### config.mk
export PLATFORM = sky130hd
export DESIGN_NAME = uart_rx_fsm
export DESIGN_NICKNAME = d
export VERILOG_FILES = /design/src/rtl/uart_rx_fsm.sv
export SDC_FILE = /design/constraint.sdc
export NUM_CORES = 1
export LEC_CHECK = 0
export BUFFER_PORTS_ARGS = -buffer_cell sky130_fd_sc_hd__buf_2
export CAP_MARGIN = 25
export CORE_UTILIZATION = 56
export DETAILED_ROUTE_END_ITERATION = 6
export HOLD_SLACK_MARGIN = 0.06
export PLACE_DENSITY = 0.86
export SLEW_MARGIN = 20
export SYNTH_ARGS = -nofsm -noshare
export SYNTH_HDL_FRONTEND = slang
export SYNTH_SLANG_ARGS = --single-unit
### constraint.sdc
create_clock -name CLK -period 2.55 [get_ports CLK]
set_input_delay 0.51 -clock CLK [delete_from_list [all_inputs] [get_ports CLK]]
set_output_delay 0.51 -clock CLK [all_outputs]
set_load 0.005 [all_outputs]
### src/rtl/uart_rx_fsm.sv
// ---------------------------------------------------------------------------
// uart_rx_fsm
//
// Frame-control state machine of the UART receiver. It watches the idle-high
// serial line for a start bit, enables the external edge/bit counter for the
// length of one frame, and decodes that counter into one-cycle strobes for the
// sampler, the deserializer and the start/parity/stop checkers. At the end of
// every frame whose stop bit (and parity, when enabled) checked clean it emits
// a one-cycle data_valid pulse.
//
// Parameters
//   DATA_WIDTH      data bits per frame (5..8)
//   PRESCALE_WIDTH  width of Prescale and edge_cnt
//
// Ports
//   CLK          in   oversampling clock
//   RST          in   asynchronous active-low reset
//   RX_IN        in   serial line, idle high
//   PAR_EN       in   frame carries a parity bit (captured at the start bit)
//   Prescale     in   oversampling ratio (8, 16 or 32)
//   bit_cnt      in   bit index inside the frame, start bit = 0
//   edge_cnt     in   oversample tick inside the bit, 0..Prescale-1
//   strt_glitch  in   start checker result (registered)
//   par_err      in   parity checker result (registered)
//   stp_err      in   stop checker result (registered)
//   cnt_enable   out  counter enable, low clears the counter
//   dat_samp_en  out  sampler enable on the three mid-bit ticks
//   deser_en     out  deserializer shift strobe, one per data bit
//   strt_chk_en  out  start-check strobe
//   par_chk_en   out  parity-check strobe
//   stp_chk_en   out  stop-check strobe
//   data_valid   out  one-cycle pulse after an error-free frame
// ---------------------------------------------------------------------------
module uart_rx_fsm #(
    parameter int DATA_WIDTH     = 8,
    parameter int PRESCALE_WIDTH = 6
) (
    input  logic                      CLK,
    input  logic                      RST,
    input  logic                      RX_IN,
    input  logic                      PAR_EN,
    input  logic [PRESCALE_WIDTH-1:0] Prescale,
    input  logic [3:0]                bit_cnt,
    input  logic [PRESCALE_WIDTH-1:0] edge_cnt,
    input  logic                      strt_glitch,
    input  logic                      par_err,
    input  logic                      stp_err,
    output logic                      cnt_enable,
    output logic                      dat_samp_en,
    output logic                      deser_en,
    output logic                      strt_chk_en,
    output logic                      par_chk_en,
    output logic                      stp_chk_en,
    output logic                      data_valid
);

    typedef enum logic [2:0] {
        S_IDLE   = 3'd0,
        S_START  = 3'd1,
        S_DATA   = 3'd2,
        S_PARITY = 3'd3,
        S_STOP   = 3'd4
    } state_e;

    localparam logic [PRESCALE_WIDTH-1:0] EDGE_ONE  = PRESCALE_WIDTH'(1);
    localparam logic [PRESCALE_WIDTH-1:0] EDGE_TWO  = PRESCALE_WIDTH'(2);
    // bit_cnt value of the last data bit (start bit occupies index 0)
    localparam logic [3:0]                LAST_DATA = 4'(DATA_WIDTH);

    state_e state_q;
    state_e state_d;
    logic   par_en_q;
    logic   par_en_d;
    logic   par_err_q;
    logic   par_err_d;
    logic   data_valid_q;
    logic   data_valid_d;

    logic [PRESCALE_WIDTH-1:0] half_s;
    logic                      last_s;
    logic                      samp_win_s;
    logic                      strobe_s;
    logic                      busy_s;

    // Counter decode: half-bit point, last tick of a bit, sampling window, strobe tick
    always_comb begin
        half_s     = {1'b0, Prescale[PRESCALE_WIDTH-1:1]};
        last_s     = (edge_cnt == (Prescale - EDGE_ONE));
        // majority sampling uses the tick before, at and after mid-bit
        samp_win_s = (edge_cnt == (half_s - EDGE_ONE)) ||
                     (edge_cnt == half_s) ||
                     (edge_cnt == (half_s + EDGE_ONE));
        // the sampler's majority result is ready two ticks after mid-bit
        strobe_s   = (edge_cnt == (half_s + EDGE_TWO));
        busy_s     = (state_q != S_IDLE);
    end

    // Next-state, parity-mode capture and data_valid qualification
    always_comb begin
        state_d      = state_q;
        par_en_d     = par_en_q;
        par_err_d    = par_err_q;
        data_valid_d = 1'b0;
        case (state_q)
            S_IDLE: begin
                if (!RX_IN) begin
                    // frame format is frozen here; PAR_EN is ignored until the next start bit
                    state_d   = S_START;
                    par_en_d  = PAR_EN;
                    par_err_d = 1'b0;
                end else begin
                    state_d = S_IDLE;
                end
            end
            S_START: begin
                if (last_s) begin
                    if (strt_glitch) begin
                        // false start: drop the frame silently
                        state_d = S_IDLE;
                    end else begin
                        state_d = S_DATA;
                    end
                end else begin
                    state_d = S_START;
                end
            end
            S_DATA: begin
                if (last_s && (bit_cnt == LAST_DATA)) begin
                    if (par_en_q) begin
                        state_d = S_PARITY;
                    end else begin
                        state_d = S_STOP;
                    end
                end else begin
                    state_d = S_DATA;
                end
            end
            S_PARITY: begin
                if (last_s) begin
                    // checker result is settled well before the last tick
                    par_err_d = par_err;
                    state_d   = S_STOP;
                end else begin
                    state_d = S_PARITY;
                end
            end
            S_STOP: begin
                if (last_s) begin
                    state_d      = S_IDLE;
                    data_valid_d = !stp_err && !(par_en_q && par_err_q);
                end else begin
                    state_d = S_STOP;
                end
            end
            default: begin
                state_d   = S_IDLE;
                par_en_d  = 1'b0;
                par_err_d = 1'b0;
            end
        endcase
    end

    // State and frame-status registers
    always_ff @(posedge CLK or negedge RST) begin
        if (!RST) begin
            state_q      <= S_IDLE;
            par_en_q     <= 1'b0;
            par_err_q    <= 1'b0;
            data_valid_q <= 1'b0;
        end else begin
            state_q      <= state_d;
            par_en_q     <= par_en_d;
            par_err_q    <= par_err_d;
            data_valid_q <= data_valid_d;
        end
    end

    // Counter enable and per-state strobes, decoded from the state register
    always_comb begin
        cnt_enable  = busy_s;
        dat_samp_en = busy_s && samp_win_s;
        strt_chk_en = 1'b0;
        deser_en    = 1'b0;
        par_chk_en  = 1'b0;
        stp_chk_en  = 1'b0;
        case (state_q)
            S_START:  strt_chk_en = strobe_s;
            S_DATA:   deser_en    = strobe_s;
            S_PARITY: par_chk_en  = strobe_s;
            S_STOP:   stp_chk_en  = strobe_s;
            default: begin
                strt_chk_en = 1'b0;
                deser_en    = 1'b0;
                par_chk_en  = 1'b0;
                stp_chk_en  = 1'b0;
            end
        endcase
    end

    assign data_valid = data_valid_q;

endmodule
Word level (Yosys, flattened, before mapping)
Cells that the tools add are included.

$mul: 0. Add/sub/neg operators: 4. Eq/ne operators: 12. Divide/modulo/power cells: 0. Mux-type cells: 19. Reductions and logical operators: 14. Bitwise gates (word level): 2. Shifts and indexed selects: 0. $lt $le $gt $ge: 0.

Operators by type and width (count): $eq A6 B6 Y1 (4); $mux W3 (5); $pmux W3 S5 (1); $mux W1 (10); $add A5 B1 Y6 const B (1); $add A5 B2 Y6 const B (1); $eq A3 B2 Y1 const B (2); $eq A6 B5 Y1 (1); $sub A5 B1 Y6 const B (1); $sub A6 B1 Y6 const B (1); $eq A4 B4 Y1 const B (1); $logic_and A1 B1 Y1 (4); $ne A2 B2 Y1 const B (2); $reduce_or A4 Y1 (1); $eq A3 B1 Y1 const B (1); $eq A3 B3 Y1 const B (1); $logic_not A3 Y1 (1); $pmux W1 S3 (1); $reduce_and A3 Y1 (1); $reduce_bool A3 Y1 (1); $reduce_or A3 Y1 (1); $logic_not A1 Y1 (2); $logic_or A1 B1 Y1 (2); $mux W2 (1); other kinds (3) (4).

ROM bits: 0. Latch bits: 0. RAM bits: 0. Logic and storage cells: 55. Input port bits: 23. Output and inout port bits: 7. Memories kept: 0. Register bits after elaboration: 6.

Depth between registers and ports, before layout
Gate-level depths: netlist of run 1.

Depth after elaboration: 5. Gate-level depth with buffers: 8.

Worst setup path after synthesis of run 1
No wires, ideal clock.

Kind: in2out. Start: input port Prescale[3]. End: output port strt_chk_en. Data required time: 2.040 ns. Data arrival time: 1.654 ns. Slack: 0.386 ns. Path buffers: 1. Cell stages on the path: 7. Cell sequence: buf_6 > inv_1 > ha_1 > xor2_1 > nor3_1 > nand3_1 > nor4b_1.

Cells in the longest elaborated chain, start to end: 3.

RTL lines: start: declaration (line 42) `input logic [PRESCALE_WIDTH-1:0] Prescale,`; $add A5 B2 Y6 (line 94) `strobe_s = (edge_cnt == (half_s + EDGE_TWO));`; $eq A6 B6 Y1 (line 94); $mux W1 (line 186) `case (state_q)`; end: declaration (line 51) `output logic strt_chk_en,`.

No other way between the ends.

Worst setup path after layout of run 1
Start: input port Prescale[2]. End: output port dat_samp_en.

Cells in the longest elaborated chain, start to end: 5. Elaborated cells on any way between the ends: 8. Classes of those cells: 2 x add/sub; 3 x eq/ne; 3 x reduce/logical.

RTL lines: $sub A5 B1 Y6 (line 90) `samp_win_s = (edge_cnt == (half_s - EDGE_ONE)) ||`; $eq A6 B6 Y1 (line 90); $logic_or A1 B1 Y1 (line 90); $logic_or A1 B1 Y1 * (line 91) `(edge_cnt == half_s) ||`; $logic_and A1 B1 Y1 * (line 181) `dat_samp_en = busy_s && samp_win_s;`; end: declaration (line 49) `output logic dat_samp_en,`.

Mark *: on every way between the ends. The rest lies on a longest branch, timed or not.

==> results.yml, run 1 <==
outcome:
  outcome: "completed"
routing:
  vias: 996
  drt-total-wl_mm: 2.252
  wl_per_cell_um: 12.87
  drcViolationCount: 0
  first_pass_iters: 4
  drtIter0Drc: 24
  ant_nets: 0
  viasPerCell: 5.691
global_routing:
  grt_pass1_vias: 877
  gr-total-overflow: 0
  grt_usage_pct: 24.77
  grt_pass1_wl_mm: 3.663
  antenna_found_initial: 0
  grt_max_degree: 17
synth:
  ys_types: 48
  yosysSeqAreaShare_pct: 14.53
  synth_enable_flop_cells: 0
  yosysTopAreaCell: "dfrtp_1"
  netlist_area_mm2: 0.001033
  synthTopCellsByArea: "dfrtp_1 15%, xor2_1 9.3%, ha_1 8.5%, xnor2_1 6.8%, nand2_1 4.4%"
  netlist.area_leader.share_pct: 14.53
  dominantRegCellSynth: "dfrtp_1"
  async_reset_ff_share_pct: 100.0
  avgSynthCellArea_um2: 8.335
  synth_nets: 154
  ys_ff_latch: 6
  syn_inst: 124
  yosysWarnings: 0
floorplan:
  die_h_um: 44.96
  initial_utilization_pct: 59.86
  die_area_mm2: 0.002021
  pin_count: 30
  core-area_mm2: 0.001727
  die_w_um: 44.96
  fp-row-count: 15
timing:
  finalHoldViolations: 0
  max_freq_ghz: 0.4068
  tightestPinTransition_ns: 0.4475
  rsz0062_at_grt: "true"
  slew_headroom_pct: 70.11
  period_minus_slack_ns: 2.458
  clock_skew_ns: 0.002130
  drv_slew: 0
  fin_crit_sh_pct: 96.40
  tns_ns: 0
  setup_violations: 0
power_and_ir_drop:
  p_comb_share_pct: 54.5
  internal-power_mw: 0.3169
  power_density_mw_per_mm2: 478.8
  p_seq_share_pct: 30.9
  p_leak_nw: 0.5258
  p_sw_share_pct: 44.49
  vdd_drop_max_mv: 0.2629
  p_clk_share_pct: 14.6
  switchingPower_mw: 0.2540
critical_path:
  path_max_fanout: 6
  path_class: "primary input to output pin"
  critPathLaunchType: "primary input"
  critPathTopFamily: "compound AO/OA/AOI/OAI gates"
  reg2reg_from: "state_q[1]"
  reg2reg_depth: 4
  worst_path_most_repeated_cell: "buf_2"
  arrival_ns: 1.95
  worst_path_largest_cell_delay_ns: 0.29
  worstReg2RegEnd: "par_err_q"
  crit_path_end_kind: "output pin"
  r2r_setup_slack_ns: 0.89
  path_buf_inv: 2
  crit_required_ns: 2.04
  crit_chain: "buf_2 > ha_1 > xnor2_1 > o2bb2ai_1 > o22ai_1 > a21oi_1 > o31ai_1 > buf_2"
  crit_path_top_delay_cell: "o31ai_1"
clocking:
  cts_buffer_depth: 2
  clock-sinks: 6
  cts_hold_buf: 0
  cts_tree: "built"
  ctsHtreeMaxLevel: 1
  root_buffer: "clkbuf_4"
  clk_latency_ns: 0.24
  cts_buffers: 3
  cts.clk_slew.worst_paths_ns: 0.04
finish:
  post_layout_nonfiller_instances: 175
  diodes: 0
  num-fill-cells: 141
  syn2layout_area_growth_pct: 15.37
  layout-drive-gt1-share_pct: 30.67
  nNetsFinal: 182
placement:
  place_inst: 172
  dpl.hpwl_mm: 1.831
  port_buffers: 29
  place.gp.congestion: 0.9334
min_path:
  hold_class: "primary input to asynchronous set/reset pin"
job:
  maxCapViolCount: 0
-- cell usage after synthesis (2+ instances only) --
cell type,number
a21oi_1,5
and3_1,2
buf_6,2
clkbuf_1,3
dfrtp_1,6
ha_1,7
inv_1,4
nand2_1,12
nand2b_1,2
nand3_1,6
nand4_1,2
nor2_1,11
nor3_1,4
nor3b_1,3
nor4_1,2
o21ai_0,3
or4b_2,2
xnor2_1,8
xor2_1,11
-- worst max path at each step --
| stage | slack (ns) | cells after the start | start | end |
|---|---|---|---|---|
| floorplan | 0.39 | 7 | Prescale[3] | strt_chk_en |
| global placement | 0.10 | 8 | Prescale[2] | strt_chk_en |
| detailed placement | 0.03 | 8 | Prescale[2] | strt_chk_en |
| CTS | 0.03 | 8 | Prescale[2] | strt_chk_en |
| global route | -0.02 | 8 | Prescale[2] | deser_en |
| finish | 0.09 | 8 | Prescale[2] | dat_samp_en |
-- worst register-to-register path, stage by stage, from the launching register on --
cell and delay, ns:
dfrtp_1 0.54, nor2b_1 0.45, nand3_1 0.11, or4_1 0.41
nand3_1 0.09
-- registers in the layout, indices dropped and copies added (netlist names) --
signal	count
data_valid	1
par_en_q	1
par_err_q	1
state_q	3
-- layout make-up --
type / instances / area [um^2] / area share (%)
well taps: 25 / 31.28 / 2.623
flip-flops and latches: 6 / 150.1 / 12.59
multi-input cells: 107 / 820.8 / 68.84
inverters: 4 / 15.01 / 1.259
repair buffers: 30 / 152.6 / 12.80
clock buffers: 3 / 22.52 / 1.889
-- layout by cell type (no fill, tap or decap), drive strengths merged, types with 3 or more instances in the layout --
master	count
a21oi	5
inv	4
nor3b	3
buf	30
xnor2	9
nand2	12
nand3	6
nor2	11
xor2	12
o21ai	5
nor3	4
ha	7
clkbuf	3
dfrtp	6
-- cells by family after synthesis --
group / share of synthesized area (%)
xor+xnor: 19.25
fa+ha+maj: 8.474
compound gates: 19.25
mux: 0.9686
buf+inv: 8.352
flops: 14.53
simple gates: 29.18
-- power groups by stage --
stage	registers, mW	logic (mW)	clock network [mW]
2_1_floorplan	0.146	0.253	0
5_1_grt	0.179	0.345	0.0917
3_5_place_dp	0.174	0.302	0
4_1_cts	0.172	0.303	0.0869
3_3_place_gp	0.171	0.295	0
6_report	0.176	0.311	0.0833
-- metal layers --
layer | share of wire (%) | up-vias | track usage (%)
li1 | - | 504 | -
met1 | 48 | 464 | 33.09
met2 | 49 | 28 | 41.45
met3 | 3.5 | 0 | 2.400
met4 | 0 | 0 | 8.485
met5 | 0 | - | 0
-- repair_timing --
| item | in CTS | in global routing |
|---|---|---|
| setup endpoints to repair | 0 | 2 |
| buffers inserted | 0 | 0 |
| resized for setup | 0 | 4 |
| endpoints found under the hold margin | 0 | 0 |
-- stage by stage --
step | power (mW) | util [%] | hold slack, ns | cell area [um^2] | setup WS (ns)
finish | 0.5710 | 69.06 | 0.08076 | 1192 | 0.09169
global route | 0.6158 | 69.06 | 0.07884 | 1192 | -0.02186
CTS | 0.5626 | 67.68 | 0.07698 | 1169 | 0.03001
detailed placement | 0.4757 | 66.38 | 0.3345 | 1146 | 0.02714
global placement | 0.4658 | 66.38 | 0.3313 | 1146 | 0.1007
floorplan | 0.3991 | - | 0.2144 | 1033 | 0.3863
No activity file was read; power rests on OpenSTA's default activity.
==> run 2, diff against run 1 <==
==> constraint.sdc (replaced) <==
create_clock -name CLK -period 2.55 [get_ports CLK]
set_input_delay 0.255 -clock CLK [delete_from_list [all_inputs] [get_ports CLK]]
set_output_delay 0.255 -clock CLK [all_outputs]
set_load 0.005 [all_outputs]
==> run 2 against run 1 <==
Flip-flop and latch count did not move. Register-to-register slack barely moved. Clock power rose by 3.5%. Worst setup slack improved by 0.47 ns. Sequential share of layout area rose by 0.23 points. Count of clock-buffer cells in the layout unchanged. Non-clock buffer count is the same. Critical path depth unchanged. Die area is the same. Global-route usage rose by 0.39 points. Cell count did not move. Critical path type unchanged. Largest cell class unchanged. Highest routed layer is now met4.
==> results.yml, run 2 (same netlist as run 1, synthesis figures left out) <==
outcome:
  outcome: "completed"
routing:
  drtIter0Drc: 22
  ant_nets: 0
  first_pass_iters: 4
  vias: 1014
  drcViolationCount: 0
  wl_per_cell_um: 12.98
  viasPerCell: 5.794
  drt-total-wl_mm: 2.272
min_path:
  min_to: "data_valid"
  worst_hold_startpoint: "stp_err"
  hold_class: "primary input to flop"
  whs_path_depth: 2
timing:
  drv_slew: 0
  max_freq_ghz: 0.5025
  slew_headroom_pct: 68.31
  rsz0062_at_grt: "false"
  fin_ws_ns: 0.5601
  setup_violations: 0
  finalHoldViolations: 0
  tightestPinTransition_ns: 0.4754
  fin_crit_sh_pct: 78.04
  clock_skew_ns: 0.005646
  tns_ns: 0
  period_minus_slack_ns: 1.990
  worst_hold_slack_ns: 0.1953
finish:
  fin_util_pct: 67.83
  diodes: 0
  num-fill-cells: 147
  multi_input_area_um2: 797.0
  syn2layout_area_growth_pct: 13.32
  design_area_mm2: 0.001171
  regMostFlops: "state_q"
  final_common_cell: "buf_2"
  nNetsFinal: 182
  regArea_um2: 150.1
  largest_register_ffs: 3
  post_layout_nonfiller_instances: 175
  final_cell_mix: "29 x buf_2, 12 x nand2_1, 11 x nor2_1, 11 x xor2_1, 8 x xnor2_1"
  layout-drive-gt1-share_pct: 27.33
power_and_ir_drop:
  p_leak_nw: 0.5204
  internal-power_mw: 0.3064
  p_comb_share_pct: 48.7
  p_clk_share_pct: 15.5
  power_density_mw_per_mm2: 474.7
  vdd_drop_max_mv: 0.2937
  switchingPower_mw: 0.2495
  p_sw_share_pct: 44.88
  p_seq_share_pct: 35.8
  power_mw: 0.5559
critical_path:
  path_class: "primary input to output pin"
  arrival_ns: 1.73
  path_max_fanout: 9
  crit_path_end_kind: "output pin"
  crit_required_ns: 2.30
  critPathLaunchType: "primary input"
  reg2reg_from: "state_q[0]"
  reg2reg_depth: 4
  worstReg2RegEnd: "par_err_q"
  r2r_setup_slack_ns: 0.89
placement:
  dpl.hpwl_mm: 1.850
  place.gp.congestion: 0.9685
  pre_cts_ws_ns: 0.4731
  port_buffers: 29
  place_inst: 171
  placed_cell_area_mm2: 0.001139
clocking:
  ctsHtreeMaxLevel: 1
  clock-sinks: 6
  cts.clk_slew.worst_paths_ns: 0.05
  cts_buffer_depth: 2
  root_buffer: "clkbuf_4"
  cts.repair.resized: 0
  cts_tree: "built"
  clk_latency_ns: 0.25
  cts_buffers: 3
global_routing:
  grt_pass1_vias: 907
  grt_usage_pct: 25.17
  grt_pass1_wl_mm: 3.746
  gr-total-overflow: 0
  antenna_found_initial: 0
  grt_max_degree: 18
floorplan:
  pin_count: 30
  die_area_mm2: 0.002021
  core-area_mm2: 0.001727
  die_h_um: 44.96
  fp-row-count: 15
  die_w_um: 44.96
  initial_utilization_pct: 59.86
job:
  maxCapViolCount: 0
run 2: changes by cell type in the layout (fill, tap and decap cells not counted), sizes merged:
| cell | delta |
|---|---|
| dlygate4sd3 | +1 |
| buf | -1 |
run 2: worst max path at each step:
stage / end / cells past startpoint / from / slack [ns]
4_1_cts: strt_chk_en / 8 / Prescale[3] / 0.56
6_report: strt_chk_en / 8 / Prescale[3] / 0.56
2_1_floorplan: data_valid / 7 / Prescale[1] / 0.77
3_5_place_dp: data_valid / 8 / Prescale[2] / 0.47
5_1_grt: strt_chk_en / 8 / Prescale[3] / 0.40
3_3_place_gp: strt_chk_en / 8 / Prescale[3] / 0.56
run 2: worst max-delay path, stage by stage:
cell	delay, ns
buf_2	0.19
inv_1	0.11
ha_1	0.29
xor2_1	0.14
nor3_1	0.15
nand3_1	0.17
nor4b_1	0.26
buf_2	0.16
run 2: timing repair:
item	in CTS	in global routing
buffers inserted	0	0
hold buffers	1	0
hold endpoints to repair	6	0
run 2: cell type report:
class,count,area share (%)
clock buffer,3,1.923
inverter,4,1.282
multi-input combinational,107,68.06
sequential,6,12.82
tap,25,2.671
timing repair buffer,30,13.25
run 2: layer usage:
metal  track usage [%]  part of all wire [%]
met1             30.81                    43
met2             42.90                    51
met3             2.800                   4.9
met4             13.33                   1.8
met5                 0                     0
run 2: power groups by stage:
| stage | sequential (mW) | combinational [mW] | clock, mW |
|---|---|---|---|
| final | 0.199 | 0.271 | 0.0862 |
| after global routing | 0.203 | 0.302 | 0.0890 |
| after CTS | 0.196 | 0.270 | 0.0868 |
| after detailed placement | 0.197 | 0.267 | 0 |
| after global placement | 0.194 | 0.260 | 0 |
| after floorplan | 0.146 | 0.253 | 0 |
==> run 3, diff against run 2 <==
--- a/config.mk
+++ b/config.mk
@@ -5,12 +5,13 @@
 export SDC_FILE = /design/constraint.sdc
 export NUM_CORES = 1
 export LEC_CHECK = 0
+export ABC_AREA = 1
 export BUFFER_PORTS_ARGS = -buffer_cell sky130_fd_sc_hd__buf_2
 export CAP_MARGIN = 25
-export CORE_UTILIZATION = 56
+export CORE_UTILIZATION = 48
 export DETAILED_ROUTE_END_ITERATION = 6
 export HOLD_SLACK_MARGIN = 0.06
-export PLACE_DENSITY = 0.86
+export PLACE_DENSITY = 0.78
 export SLEW_MARGIN = 20
 export SYNTH_ARGS = -nofsm -noshare
 export SYNTH_HDL_FRONTEND = slang
==> constraint.sdc (replaced) <==
create_clock -name CLK -period 1.6 [get_ports CLK]
set_input_delay 0.16 -clock CLK [delete_from_list [all_inputs] [get_ports CLK]]
set_output_delay 0.16 -clock CLK [all_outputs]
set_load 0.005 [all_outputs]
==> run 3 against run 2 <==
Utilization grew 2.8 points. Synthesized cell count grew 67%. Flip-flop and latch count is the same. Sequential power grew 6%. First-iteration DRC count grew 100%. Combinational power grew 100%. Die area grew 28%. Worst setup slack lost 0.53 ns. Total power grew 61%. Non-clock buffer count grew 9. Critical endpoint is now stp_chk_en.
==> results.yml, run 3 <==
finish:
  syn2layout_area_growth_pct: 37.70
  layout-drive-gt1-share_pct: 29.67
  design_area_mm2: 0.001577
  largest_register_ffs: 3
  final_cell_mix: "73 x nand2_1, 32 x inv_1, 25 x buf_2"
  final_common_cell: "nand2_1"
  diodes: 0
  nNetsFinal: 278
  num-fill-cells: 216
  regMostFlops: "state_q"
  fin_util_pct: 70.59
synth:
  async_reset_ff_share_pct: 100.0
  yosysTopAreaCell: "nand2_1"
  netlist.area_leader.share_pct: 24.26
  synth_common_cells: "74 x nand2_1, 34 x inv_1, 25 x nand3_1, 20 x nor2_1"
  synth_enable_flop_cells: 0
  synth.most_common_cell: "nand2_1"
  dominantRegCellSynth: "dfrtp_1"
  yosysWarnings: 0
  ys_types: 24
  synthTopCellsByArea: "nand2_1 24%, dfrtp_1 13%, inv_1 11%, nand3_1 11%, ha_1 7.7%"
  netlist_area_mm2: 0.001145
  ys_ff_latch: 6
  avgSynthCellArea_um2: 5.531
  syn_inst: 207
  yosysSeqAreaShare_pct: 13.11
  synth_nets: 237
power_and_ir_drop:
  switchingPower_mw: 0.4067
  vdd_drop_max_mv: 0.4230
  p_seq_share_pct: 23.5
  p_clk_share_pct: 15.3
  p_sw_share_pct: 45.53
  power_density_mw_per_mm2: 566.7
  p_leak_nw: 0.8788
  internal-power_mw: 0.4867
  p_comb_share_pct: 61.2
global_routing:
  antenna_found_initial: 0
  grt_usage_pct: 24.75
  grt_pass1_vias: 1251
  grt_pass1_wl_mm: 4.940
  gr-total-overflow: 0
  grt_max_degree: 12
floorplan:
  die_h_um: 50.84
  fp-row-count: 17
  core-area_mm2: 0.002233
  die_w_um: 50.84
  initial_utilization_pct: 51.26
  die_area_mm2: 0.002584
  pin_count: 30
routing:
  wl_per_cell_um: 11.68
  first_pass_iters: 4
  vias: 1402
  drcViolationCount: 0
  viasPerCell: 5.117
  drtIter0Drc: 45
  drt-total-wl_mm: 3.201
  ant_nets: 0
critical_path:
  arrival_ns: 1.41
  path_max_fanout: 5
  critical_path_depth: 8
  critPathTopFamily: "simple AND/OR/NAND/NOR gates"
  cp-startpoint: "Prescale[3]"
  worst_path_most_repeated_cell: "nor3_2"
  reg2reg_from: "state_q[0]"
  path_buf_inv: 3
  reg2reg_depth: 8
  r2r_setup_slack_ns: 0.25
  crit_path_end_kind: "output pin"
  worst_path_largest_cell_delay_ns: 0.21
  critPathLaunchType: "primary input"
  crit_path_top_delay_cell: "nor3_2"
  critPathCapture: "stp_chk_en"
  worstReg2RegEnd: "par_err_q"
  path_class: "primary input to output pin"
  crit_required_ns: 1.44
  crit_chain: "clkbuf_4 > inv_4 > ha_4 > xor2_1 > nor3_2 > nand3_2 > nor3_2 > buf_2"
timing:
  max_freq_ghz: 0.6361
  clock_skew_ns: 0.0002935
  period_minus_slack_ns: 1.572
  setup_violations: 0
  slew_headroom_pct: 67.82
  drv_slew: 0
  fin_ws_ns: 0.02784
  rsz0062_at_grt: "true"
  tightestPinTransition_ns: 0.4783
  finalHoldViolations: 0
  fin_crit_sh_pct: 98.26
min_path:
  hold_class: "primary input to flop"
clocking:
  root_buffer: "clkbuf_4"
  cts_buffer_depth: 2
  cts_tree: "built"
  clock-sinks: 6
  ctsHtreeMaxLevel: 1
  cts.clk_slew.worst_paths_ns: 0.04
  clk_latency_ns: 0.24
  cts_buffers: 3
placement:
  placed_cell_area_mm2: 0.001364
  port_buffers: 29
  dpl.hpwl_mm: 2.424
  pre_cts_ws_ns: -0.05800
  place.gp.congestion: 0.8654
job:
  maxCapViolCount: 0
outcome:
  outcome: "completed"
run 3: logic make-up after synthesis:
kind of cell / after synthesis / share of synthesized area (%)
and+or+nand+nor: 138 / 52.79
buffers and inverters: 40 / 13.99
xor gates and xnor gates: 12 / 10.49
adders and majority gates: 7 / 7.650
DFF: 6 / 13.11
AOI/OAI and AO/OA: 4 / 1.967
run 3: worst reg2reg max path, delay by kind of cell, from the launching register on:
kind / cells / cell delay (ns)
simple gates: 6 / 0.60
compound gates: 1 / 0.12
flops: 1 / 0.42
buf+inv: 1 / 0.11
run 3: metrics by stage:
stage / cells / TNS [ns] / total power [mW] / hold slack (ns)
2_1_floorplan: 207 / 0 / 0.5281 / -0.1356
3_3_place_gp: 269 / -0.03844 / 0.6755 / -0.01227
3_5_place_dp: 269 / -0.1370 / 0.6830 / -0.01079
4_1_cts: 273 / 0 / 0.8328 / 0.1614
5_1_grt: 274 / -0.06109 / 0.9586 / 0.2091
6_report: 274 / 0 / 0.8934 / 0.1682
run 3: cell type report:
type | instances | area (um^2) | area share [%]
timing repair buffer | 39 | 247.7 | 15.71
sequential | 6 | 150.1 | 9.524
inverter | 37 | 153.9 | 9.762
multi-input combinational | 161 | 967.2 | 61.35
clock buffer | 3 | 22.52 | 1.429
tap | 28 | 35.03 | 2.222
run 3: layer usage:
metal / global-route usage (%) / vias to the layer above / part of all wire [%]
met5: 0 / - / 0
met4: 7.407 / 0 / 0.31
met2: 45.56 / 51 / 52
met1: 30.07 / 630 / 42
li1: - / 719 / -
met3: 2.381 / 2 / 6.2
run 3: power groups by stage:
stage | logic (mW) | clock network [mW] | registers, mW
finish | 0.547 | 0.137 | 0.210
floorplan | 0.325 | 0 | 0.203
global route | 0.606 | 0.140 | 0.213
CTS | 0.488 | 0.139 | 0.206
detailed placement | 0.475 | 0 | 0.208
global placement | 0.469 | 0 | 0.206
run 3: how the worst min path moves through the flow:
stage / from / to / cells past startpoint / slack [ns]
4_1_cts: stp_err / data_valid / 4 / 0.16
5_1_grt: PAR_EN / par_en_q / 3 / 0.21
3_3_place_gp: RST / state_q[0] / 1 / -0.01
3_5_place_dp: RST / state_q[2] / 1 / -0.01
2_1_floorplan: RST / data_valid / 0 / -0.14
6_report: stp_err / data_valid / 4 / 0.17
run 3: timing repair:
| action | 4_1_cts | 5_1_grt |
|---|---|---|
| endpoints found under the hold margin | 6 | 0 |
| hold buffers | 1 | 0 |
| resized for setup | 7 | 31 |
| pin swaps | 2 | 8 |
| buffers inserted | 0 | 2 |
| endpoints found under the setup margin | 3 | 3 |
